===== src/rtl/apb_uart_pkg.sv =====
// -----------------------------------------------------------------------------
// apb_uart_pkg
// Shared definitions for the APB UART register front-end:
//   - register byte offsets and the decoded register selector
//   - STATUS / CTRL / CLR bit positions
//   - reset values of CTRL and BAUD
// -----------------------------------------------------------------------------
package apb_uart_pkg;

   // Register byte offsets (word aligned)
   localparam logic [7:0] OFF_TXDATA = 8'h00;
   localparam logic [7:0] OFF_RXDATA = 8'h04;
   localparam logic [7:0] OFF_STATUS = 8'h08;
   localparam logic [7:0] OFF_CTRL   = 8'h0C;
   localparam logic [7:0] OFF_BAUD   = 8'h10;
   localparam logic [7:0] OFF_CLR    = 8'h14;

   // STATUS bit positions
   localparam int unsigned ST_TX_FULL   = 0;
   localparam int unsigned ST_TX_EMPTY  = 1;
   localparam int unsigned ST_RX_NEMPTY = 2;
   localparam int unsigned ST_RX_FULL   = 3;
   localparam int unsigned ST_OVERRUN   = 4;
   localparam int unsigned ST_RXCNT_LSB = 8;

   // CTRL bit positions and width
   localparam int unsigned CTRL_UART_EN = 0;
   localparam int unsigned CTRL_RXIE    = 1;
   localparam int unsigned CTRL_TXIE    = 2;
   localparam int unsigned CTRL_W       = 3;

   // CLR bit that clears the sticky overrun flag
   localparam int unsigned CLR_OVERRUN  = 4;

   // Reset values
   localparam logic [CTRL_W-1:0] CTRL_RST = 3'b000;
   localparam int unsigned       BAUD_RST = 0;

   typedef enum logic [2:0] {
      SEL_TXDATA = 3'd0,
      SEL_RXDATA = 3'd1,
      SEL_STATUS = 3'd2,
      SEL_CTRL   = 3'd3,
      SEL_BAUD   = 3'd4,
      SEL_CLR    = 3'd5,
      SEL_NONE   = 3'd6
   } reg_sel_e;

   // Map a word-aligned byte offset onto a register selector
   function automatic reg_sel_e decode_sel(input logic [7:0] off);
      reg_sel_e sel;
      case (off)
         OFF_TXDATA: sel = SEL_TXDATA;
         OFF_RXDATA: sel = SEL_RXDATA;
         OFF_STATUS: sel = SEL_STATUS;
         OFF_CTRL:   sel = SEL_CTRL;
         OFF_BAUD:   sel = SEL_BAUD;
         OFF_CLR:    sel = SEL_CLR;
         default:    sel = SEL_NONE;
      endcase
      return sel;
   endfunction

endpackage


===== src/rtl/apb_uart_sync_fifo.sv =====
// -----------------------------------------------------------------------------
// apb_uart_sync_fifo
// Single-clock FIFO with first-word-fall-through read port.
//   clk_i, rst_ni   clock, synchronous active-low reset (empties the FIFO)
//   push_i, wdata_i write request; accepted when not full or when a pop
//                   happens in the same cycle
//   pop_i           read request; ignored when empty
//   rdata_o         head entry (undefined while empty)
//   full_o, empty_o, count_o  occupancy
// DEPTH must be a power of two so the pointers wrap naturally.
// -----------------------------------------------------------------------------
module apb_uart_sync_fifo
   import apb_uart_pkg::*;
#(
   parameter int WIDTH = 8,
   parameter int DEPTH = 16
) (
   input  logic                     clk_i,
   input  logic                     rst_ni,
   input  logic                     push_i,
   input  logic                     pop_i,
   input  logic [WIDTH-1:0]         wdata_i,
   output logic [WIDTH-1:0]         rdata_o,
   output logic                     full_o,
   output logic                     empty_o,
   output logic [$clog2(DEPTH):0]   count_o
);
   localparam int AW = $clog2(DEPTH);
   localparam int CW = AW + 1;

   logic [WIDTH-1:0] mem_q [DEPTH];
   logic [AW-1:0]    wr_ptr_q, wr_ptr_d;
   logic [AW-1:0]    rd_ptr_q, rd_ptr_d;
   logic [CW-1:0]    count_q, count_d;
   logic             do_push_s, do_pop_s;

   assign full_o  = (count_q == CW'(DEPTH));
   assign empty_o = (count_q == CW'(0));
   assign count_o = count_q;
   assign rdata_o = mem_q[rd_ptr_q];

   // A pop frees a slot in the same cycle, so a push into a full FIFO is
   // still accepted when it coincides with a pop.
   assign do_pop_s  = pop_i & ~empty_o;
   assign do_push_s = push_i & (~full_o | do_pop_s);

   // Next-state pointers and occupancy
   always_comb begin
      wr_ptr_d = wr_ptr_q;
      rd_ptr_d = rd_ptr_q;
      count_d  = count_q;
      if (do_push_s) begin
         wr_ptr_d = wr_ptr_q + AW'(1);
      end else begin
         wr_ptr_d = wr_ptr_q;
      end
      if (do_pop_s) begin
         rd_ptr_d = rd_ptr_q + AW'(1);
      end else begin
         rd_ptr_d = rd_ptr_q;
      end
      case ({do_push_s, do_pop_s})
         2'b10:   count_d = count_q + CW'(1);
         2'b01:   count_d = count_q - CW'(1);
         default: count_d = count_q;
      endcase
   end

   // Pointer and occupancy registers
   always_ff @(posedge clk_i) begin
      if (!rst_ni) begin
         wr_ptr_q <= AW'(0);
         rd_ptr_q <= AW'(0);
         count_q  <= CW'(0);
      end else begin
         wr_ptr_q <= wr_ptr_d;
         rd_ptr_q <= rd_ptr_d;
         count_q  <= count_d;
      end
   end

   // Storage array; content is don't-care until written
   always_ff @(posedge clk_i) begin
      if (do_push_s && rst_ni) begin
         mem_q[wr_ptr_q] <= wdata_i;
      end
   end

endmodule


===== src/rtl/apb_uart_regif.sv =====
// -----------------------------------------------------------------------------
// apb_uart_regif
// APB3 slave register front-end for a UART with TX/RX byte FIFOs.
//   PCLK, PRESETN        clock, synchronous active-low reset
//   PSEL..PWDATA         APB request; PRDATA/PREADY/PSLVERR response
//                        (zero wait states, PRDATA/PSLVERR combinational)
//   TX_DATA/TX_VALID/TX_READY  byte stream to the bit engine (head of TX FIFO)
//   RX_DATA/RX_VALID     received byte push strobe from the bit engine
//   BAUD_VAL, UART_EN    configuration to the bit engine
//   INT                  registered interrupt request
// -----------------------------------------------------------------------------
module apb_uart_regif
   import apb_uart_pkg::*;
#(
   parameter int ADDR_W     = 5,
   parameter int FIFO_DEPTH = 16,
   parameter int BAUD_W     = 13
) (
   input  logic              PCLK,
   input  logic              PRESETN,
   input  logic              PSEL,
   input  logic              PENABLE,
   input  logic              PWRITE,
   input  logic [ADDR_W-1:0] PADDR,
   input  logic [31:0]       PWDATA,
   output logic [31:0]       PRDATA,
   output logic              PREADY,
   output logic              PSLVERR,
   output logic [7:0]        TX_DATA,
   output logic              TX_VALID,
   input  logic              TX_READY,
   input  logic [7:0]        RX_DATA,
   input  logic              RX_VALID,
   output logic [BAUD_W-1:0] BAUD_VAL,
   output logic              UART_EN,
   output logic              INT
);
   localparam int CNT_W = $clog2(FIFO_DEPTH) + 1;

   logic              acc_s;
   reg_sel_e          sel_s;
   logic [31:0]       rdata_s, status_s;
   logic              err_s, tx_push_s, tx_pop_s, rx_pop_s;
   logic              ctrl_we_s, baud_we_s, clr_ov_s, ov_set_s;
   logic              tx_full_s, tx_empty_s, rx_full_s, rx_empty_s;
   logic [7:0]        rx_head_s;
   logic [CNT_W-1:0]  rx_count_s, unused_tx_count_s;
   logic              unused_bits_s;
   logic [CTRL_W-1:0] ctrl_q, ctrl_d;
   logic [BAUD_W-1:0] baud_q, baud_d;
   logic              ov_q, ov_d, int_q, int_d;

   // An access in progress while reset is asserted is ignored entirely.
   assign acc_s    = PSEL & PENABLE & PRESETN;
   assign sel_s    = decode_sel(8'({PADDR[ADDR_W-1:2], 2'b00}));
   assign tx_pop_s = ~tx_empty_s & TX_READY;
   // A full RX FIFO drops the byte only when no read frees a slot this cycle.
   assign ov_set_s = RX_VALID & rx_full_s & ~rx_pop_s;
   assign unused_bits_s = ^{PWDATA[31:BAUD_W], PADDR[1:0]};

   // STATUS word assembly
   always_comb begin
      status_s                          = 32'h0;
      status_s[ST_TX_FULL]              = tx_full_s;
      status_s[ST_TX_EMPTY]             = tx_empty_s;
      status_s[ST_RX_NEMPTY]            = ~rx_empty_s;
      status_s[ST_RX_FULL]              = rx_full_s;
      status_s[ST_OVERRUN]              = ov_q;
      status_s[ST_RXCNT_LSB +: 8]       = 8'(rx_count_s);
   end

   // APB decode: read data, error response and write/pop strobes
   always_comb begin
      rdata_s   = 32'h0;
      err_s     = 1'b0;
      tx_push_s = 1'b0;
      rx_pop_s  = 1'b0;
      ctrl_we_s = 1'b0;
      baud_we_s = 1'b0;
      clr_ov_s  = 1'b0;
      if (acc_s) begin
         case (sel_s)
            SEL_TXDATA: begin
               if (PWRITE && !tx_full_s) begin
                  tx_push_s = 1'b1;
               end else begin
                  err_s = 1'b1;
               end
            end
            SEL_RXDATA: begin
               if (!PWRITE && !rx_empty_s) begin
                  rdata_s  = {24'h0, rx_head_s};
                  rx_pop_s = 1'b1;
               end else begin
                  err_s = 1'b1;
               end
            end
            SEL_STATUS: begin
               if (PWRITE) begin
                  err_s = 1'b1;
               end else begin
                  rdata_s = status_s;
               end
            end
            SEL_CTRL: begin
               if (PWRITE) begin
                  ctrl_we_s = 1'b1;
               end else begin
                  rdata_s = 32'(ctrl_q);
               end
            end
            SEL_BAUD: begin
               if (PWRITE) begin
                  baud_we_s = 1'b1;
               end else begin
                  rdata_s = 32'(baud_q);
               end
            end
            SEL_CLR: begin
               if (PWRITE) begin
                  clr_ov_s = PWDATA[CLR_OVERRUN];
               end else begin
                  err_s = 1'b1;
               end
            end
            default: err_s = 1'b1;
         endcase
      end else begin
         err_s = 1'b0;
      end
   end

   // Register next-state; overrun set wins over a same-cycle clear
   always_comb begin
      ctrl_d = ctrl_we_s ? PWDATA[CTRL_W-1:0] : ctrl_q;
      baud_d = baud_we_s ? PWDATA[BAUD_W-1:0] : baud_q;
      if (ov_set_s) begin
         ov_d = 1'b1;
      end else if (clr_ov_s) begin
         ov_d = 1'b0;
      end else begin
         ov_d = ov_q;
      end
      int_d = (ctrl_q[CTRL_RXIE] & ~rx_empty_s) |
              (ctrl_q[CTRL_TXIE] & tx_empty_s) | ov_q;
   end

   // Control, baud, overrun and interrupt registers
   always_ff @(posedge PCLK) begin
      if (!PRESETN) begin
         ctrl_q <= CTRL_RST;
         baud_q <= BAUD_W'(BAUD_RST);
         ov_q   <= 1'b0;
         int_q  <= 1'b0;
      end else begin
         ctrl_q <= ctrl_d;
         baud_q <= baud_d;
         ov_q   <= ov_d;
         int_q  <= int_d;
      end
   end

   apb_uart_sync_fifo #(.WIDTH(8), .DEPTH(FIFO_DEPTH)) u_tx_fifo (
      .clk_i   (PCLK),
      .rst_ni  (PRESETN),
      .push_i  (tx_push_s),
      .pop_i   (tx_pop_s),
      .wdata_i (PWDATA[7:0]),
      .rdata_o (TX_DATA),
      .full_o  (tx_full_s),
      .empty_o (tx_empty_s),
      .count_o (unused_tx_count_s)
   );

   apb_uart_sync_fifo #(.WIDTH(8), .DEPTH(FIFO_DEPTH)) u_rx_fifo (
      .clk_i   (PCLK),
      .rst_ni  (PRESETN),
      .push_i  (RX_VALID),
      .pop_i   (rx_pop_s),
      .wdata_i (RX_DATA),
      .rdata_o (rx_head_s),
      .full_o  (rx_full_s),
      .empty_o (rx_empty_s),
      .count_o (rx_count_s)
   );

   assign PRDATA   = rdata_s;
   assign PSLVERR  = err_s;
   assign PREADY   = 1'b1;
   assign TX_VALID = ~tx_empty_s;
   assign UART_EN  = ctrl_q[CTRL_UART_EN];
   assign BAUD_VAL = baud_q;
   assign INT      = int_q;

endmodule


===== config.mk =====
export PLATFORM = sky130hd
export DESIGN_NAME = apb_uart_regif
export DESIGN_NICKNAME = d
export VERILOG_FILES = /design/src/rtl/apb_uart_pkg.sv /design/src/rtl/apb_uart_sync_fifo.sv /design/src/rtl/apb_uart_regif.sv
export SDC_FILE = /design/constraint.sdc
export NUM_CORES = 1
export LEC_CHECK = 0
export CORE_MARGIN = 2
export CORE_UTILIZATION = 58
export CTS_CLUSTER_DIAMETER = 60
export DETAILED_ROUTE_END_ITERATION = 12
export GPL_TIMING_DRIVEN = 0
export PLACE_DENSITY = 0.8
export SLEW_MARGIN = 25
export SYNTH_ARGS = -nofsm -noshare
export SYNTH_HDL_FRONTEND = slang
export SYNTH_SLANG_ARGS = --single-unit

===== constraint.sdc =====
create_clock -name PCLK -period 4.4 [get_ports PCLK]
set_input_delay 0.88 -clock PCLK [delete_from_list [all_inputs] [get_ports PCLK]]
set_output_delay 0.88 -clock PCLK [all_outputs]
set_load 0.1 [all_outputs]

==> report_table.html <==
<table>
<tr><th>Metric</th><th>Value</th></tr>
<tr><th colspan="2">Critical path</th></tr>
<tr><td>Critical Path End Type</td><td>primary output</td></tr>
<tr><td>Signal arrival time at the worst endpoint</td><td>~3.4 ns</td></tr>
<tr><td>Startpoint of the worst register-to-register path</td><td>u_tx_fifo.count_o[0]</td></tr>
<tr><td>Critical path type</td><td>input pin to primary output</td></tr>
<tr><td>End of the critical path</td><td>PRDATA[0]</td></tr>
<tr><td>Register-to-Register Path Depth</td><td>13</td></tr>
<tr><td>Top fanout value on the critical path</td><td>10</td></tr>
<tr><td>Crit path launch</td><td>PADDR[4]</td></tr>
<tr><td>Crit path required time</td><td>roughly 3.5 ns</td></tr>
<tr><td>Reg-to-reg slack, setup</td><td>approximately 0.68 ns</td></tr>
<tr><td>Kind of start point of the critical path</td><td>input pin</td></tr>
<tr><td>RR Endpoint</td><td>u_tx_fifo.count_o[4]</td></tr>
<tr><th colspan="2">Timing</th></tr>
<tr><td>Skew final</td><td>approximately 0.013 ns</td></tr>
<tr><td>Clock period minus final worst setup slack</td><td>about 4.3 ns</td></tr>
<tr><td>Transition time of the tightest slew-check pin</td><td>between 1 and 1.5 ns</td></tr>
<tr><td>Total Negative Setup Slacks</td><td>0 ns</td></tr>
<tr><td>Number of slew-limit violations in the final report</td><td>0</td></tr>
<tr><td>RSZ-0062 raised after global routing</td><td>no</td></tr>
<tr><td>Smallest hold slack</td><td>slightly below 0.5 ns</td></tr>
<tr><td>Relative slew slack</td><td>0.330</td></tr>
<tr><td># setup viols final</td><td>0</td></tr>
<tr><td>Number of hold violations in the final report</td><td>0</td></tr>
<tr><td>Timing-limited maximum frequency</td><td>approximately 230 MHz</td></tr>
<tr><td>Final critical-path share of the clock period</td><td>0.975</td></tr>
<tr><th colspan="2">Floorplan</th></tr>
<tr><td>I/O pin cnt</td><td>110</td></tr>
<tr><td>Standard-cell rows</td><td>54</td></tr>
<tr><td>Width of the die</td><td>153 um</td></tr>
<tr><td>Initial core utilization</td><td>0.589</td></tr>
<tr><td>Floorplan die area</td><td>23300 um2</td></tr>
<tr><td>Chip height</td><td>about 150 um</td></tr>
<tr><td>Area inside the core boundary</td><td>roughly 22000 um2</td></tr>
<tr><th colspan="2">Place</th></tr>
<tr><td>Port-buffer cells</td><td>66</td></tr>
<tr><td>HPWL reported at the end of detailed placement</td><td>18000 um</td></tr>
<tr><td>RD Place Congestion</td><td>around 0.86</td></tr>
<tr><th colspan="2">GRT</th></tr>
<tr><td>Wire length of the first global-routing pass</td><td>~42000 um</td></tr>
<tr><td>Global route overflow</td><td>0</td></tr>
<tr><td>Global-route total usage across every layer</td><td>0.240</td></tr>
<tr><td>Number of antenna violations at the first check in global routing</td><td>0</td></tr>
<tr><td>Vias in the first global route</td><td>around 7.3k</td></tr>
<tr><td>Maximum number of pins on one net before global-route repair</td><td>19</td></tr>
<tr><th colspan="2">Hold path</th></tr>
<tr><td>Hold path cells</td><td>2</td></tr>
<tr><td>Path type of the worst min-delay path</td><td>register to register</td></tr>
<tr><th colspan="2">Yosys</th></tr>
<tr><td>Largest area contributor in the netlist</td><td>sky130_fd_sc_hd__edfxtp_1</td></tr>
<tr><td>Count of cell types in the netlist</td><td>62</td></tr>
<tr><td>Post-synthesis async set-or-reset flop share</td><td>0</td></tr>
<tr><td>Synth warn</td><td>0</td></tr>
<tr><td>Cell area after technology mapping</td><td>roughly 13000 um2</td></tr>
<tr><td>Gate count of the mapped netlist</td><td>between 700 and 800</td></tr>
<tr><td>Top_reg_cell synth</td><td>sky130_fd_sc_hd__edfxtp_1</td></tr>
<tr><td>Count of flip-flops with a built-in enable after synthesis</td><td>~260</td></tr>
<tr><td>Synth top area cells</td><td>sky130_fd_sc_hd__edfxtp_1, sky130_fd_sc_hd__mux4_2, sky130_fd_sc_hd__dfxtp_1</td></tr>
<tr><td>Share of synthesized area occupied by flip-flops and latches</td><td>0.681</td></tr>
<tr><td>Post-synthesis register bit count</td><td>308</td></tr>
<tr><td>Avg Synthesized Cell Area</td><td>about 16 um2</td></tr>
<tr><td>Share of the synthesized area in the top cell type</td><td>0.600</td></tr>
<tr><th colspan="2">Clock network</th></tr>
<tr><td>Setup bufs post-CTS</td><td>0</td></tr>
<tr><td>Library cell used as clock root buffer</td><td>sky130_fd_sc_hd__clkbuf_16</td></tr>
<tr><td>Clock Tree Buf Depth</td><td>3</td></tr>
<tr><td>Number of clock buffers inserted by TritonCTS</td><td>31</td></tr>
<tr><td>H-tree levels</td><td>1</td></tr>
<tr><td>Count of clock tree sinks</td><td>around 310</td></tr>
<tr><td>TritonCTS clock tree</td><td>built</td></tr>
<tr><td>Number of buffers inserted for hold repair after clock tree synthesis</td><td>0</td></tr>
<tr><td>Worst skew pair latency</td><td>0.54 ns</td></tr>
<tr><td>CTS clock-pin slew for the worst setup and hold paths</td><td>around 0.060 ns</td></tr>
<tr><th colspan="2">Detailed routing</th></tr>
<tr><td>Average routed wire per standard cell</td><td>around 23 um</td></tr>
<tr><td>Routed wire length</td><td>~28000 um</td></tr>
<tr><td>Final routed DRC violation total</td><td>0</td></tr>
<tr><td>Via total after detailed routing</td><td>between 7k and 8k</td></tr>
<tr><td>Iteration count of the initial detailed-routing pass</td><td>5</td></tr>
<tr><td>Starting DRC count in detailed routing</td><td>slightly above 700</td></tr>
<tr><td>Number of nets still failing antenna checks after routing</td><td>0</td></tr>
<tr><td>Vias per std cell</td><td>around 6.0</td></tr>
<tr><th colspan="2">Pwr</th></tr>
<tr><td>Pwr per Cell Area</td><td>410 nW/um2</td></tr>
<tr><td>Clock share of power</td><td>0.432</td></tr>
<tr><td>Worst voltage drop across the vdd grid</td><td>about 0.38 mV</td></tr>
<tr><td>Share of total power consumed by net switching</td><td>0.210</td></tr>
<tr><td>Static leakage power</td><td>4.88 nW</td></tr>
<tr><td>Share of power burned in registers</td><td>0.519</td></tr>
<tr><td>Switching Power</td><td>1.29 mW</td></tr>
<tr><td>Fraction of power consumed by combinational cells</td><td>0.049</td></tr>
<tr><td>Internal portion of total power</td><td>4.84 mW</td></tr>
<tr><th colspan="2">Finish</th></tr>
<tr><td>Count of antenna diodes in the layout</td><td>0</td></tr>
<tr><td>Area grow syn2layout</td><td>16.5%</td></tr>
<tr><td>Nets</td><td>~970</td></tr>
<tr><td>Leading cell types in the layout, fill and taps excluded</td><td>sky130_fd_sc_hd__edfxtp_1, sky130_fd_sc_hd__mux4_2, sky130_fd_sc_hd__nand2_1</td></tr>
<tr><td>Leading cell type in the layout, fill and taps excluded</td><td>sky130_fd_sc_hd__edfxtp_1</td></tr>
<tr><td>Share of layout cells above drive strength 1</td><td>0.186</td></tr>
<tr><th colspan="2">Job</th></tr>
<tr><td>Count of max-cap constraint violations</td><td>0</td></tr>
<tr><th colspan="2">Run status</th></tr>
<tr><td>Result of the run</td><td>finished clean</td></tr>
</table>
registers in the layout (all words and copies together), names as in the netlist, named ones only:
register            count
u_rx_fifo.mem_q       128
u_tx_fifo.mem_q       128
BAUD_VAL               13
u_rx_fifo.count_o       5
u_tx_fifo.count_o       5
u_rx_fifo.rd_ptr_q      4
u_rx_fifo.wr_ptr_q      4
u_tx_fifo.rd_ptr_q      4
u_tx_fifo.wr_ptr_q      4
ctrl_q                  3
INT                     1
ov_q                    1
metal layers:
layer	GRT usage	wire, um	vias to the layer above
li1	-	-	3256
met1	0.325	11100	3608
met2	0.398	13700	367
met3	0.0580	2540	56
met4	0.0635	691	0
met5	0	0	-
through the flow:
stage                     area, um2  setup WS [ns]   util  power (mW)  cells
after floorplan               12900          0.212      -        3.44    800
after global placement        13900         -0.574  0.639        3.53   1146
after detailed placement      13900         -0.564  0.641        3.54   1150
after CTS                     15000        0.00415  0.688        6.14   1206
after global routing          14900         0.0137  0.686        6.27   1206
final                         14900          0.110  0.686        6.13   1206
logic make-up after synthesis:
family | Yosys count | share of synthesized area
buffers and inverters | 79 | 0.0309
adders and majority gates | 17 | 0.0172
xor gates and xnor gates | 13 | 0.00888
and+or+nand+nor | 196 | 0.0781
DFF | 308 | 0.681
muxes | 80 | 0.133
AOI/OAI and AO/OA | 87 | 0.0506
other | 2 | 0.000586
power groups by stage:
stage / clock [mW] / sequential [mW] / combinational [mW]
5_1_grt: 2.77 / 3.18 / 0.319
3_5_place_dp: 0 / 3.24 / 0.296
2_1_floorplan: 0 / 3.24 / 0.193
3_3_place_gp: 0 / 3.24 / 0.292
6_report: 2.64 / 3.18 / 0.300
4_1_cts: 2.66 / 3.18 / 0.298
worst max-delay path: stages:
cell                              delay [ns]
sky130_fd_sc_hd__clkdlybuf4s50_1        0.55
sky130_fd_sc_hd__or4b_4                 0.59
sky130_fd_sc_hd__buf_6                  0.16
sky130_fd_sc_hd__a211oi_1               0.31
sky130_fd_sc_hd__buf_2                  0.30
sky130_fd_sc_hd__a22o_1                 0.18
sky130_fd_sc_hd__buf_2                  0.43
how the worst min path moves through the flow:
stage | from | endpoint | slack (ns)
5_1_grt | BAUD_VAL[7] | BAUD_VAL[7] | 0.52
2_1_floorplan | ctrl_q[1] | INT | 0.45
4_1_cts | BAUD_VAL[12] | BAUD_VAL[12] | 0.49
3_3_place_gp | BAUD_VAL[10] | BAUD_VAL[10] | 0.47
6_report | BAUD_VAL[12] | BAUD_VAL[12] | 0.49
3_5_place_dp | BAUD_VAL[10] | BAUD_VAL[10] | 0.48
Yosys cell counts (3+ instances only):
library cell	count
sky130_fd_sc_hd__a21boi_0	17
sky130_fd_sc_hd__a21oi_1	8
sky130_fd_sc_hd__a22o_1	8
sky130_fd_sc_hd__a22oi_1	13
sky130_fd_sc_hd__a32oi_1	4
sky130_fd_sc_hd__and2_1	21
sky130_fd_sc_hd__and3_1	9
sky130_fd_sc_hd__buf_2	8
sky130_fd_sc_hd__buf_4	20
sky130_fd_sc_hd__clkbuf_1	30
sky130_fd_sc_hd__dfxtp_1	52
sky130_fd_sc_hd__edfxtp_1	256
sky130_fd_sc_hd__ha_1	16
sky130_fd_sc_hd__inv_1	16
sky130_fd_sc_hd__mux2i_1	8
sky130_fd_sc_hd__mux4_2	72
sky130_fd_sc_hd__nand2_1	57
sky130_fd_sc_hd__nand2b_1	4
sky130_fd_sc_hd__nand3_1	22
sky130_fd_sc_hd__nand4_1	5
sky130_fd_sc_hd__nor2_1	39
sky130_fd_sc_hd__nor2b_1	15
sky130_fd_sc_hd__nor4_1	6
sky130_fd_sc_hd__o21ai_0	11
sky130_fd_sc_hd__o22ai_1	5
sky130_fd_sc_hd__xnor2_1	10
sky130_fd_sc_hd__xor2_1	3
cell type report:
class	instances	area, um2
Fill cell	1476	6830
Multi-Input combinational cell	413	3780
Sequential cell	308	8730
Clock buffer	35	791
Clock inverter	21	244
Tap cell	280	350
Timing Repair Buffer	70	631
Buffer	62	335
Inverter	17	63.8
timing repair:
action / CTS / global route
resized for setup: 39 / 17
gates cloned: 0 / 0
endpoints found under the setup margin: 22 / 8
(Power assumes the default switching activity.)
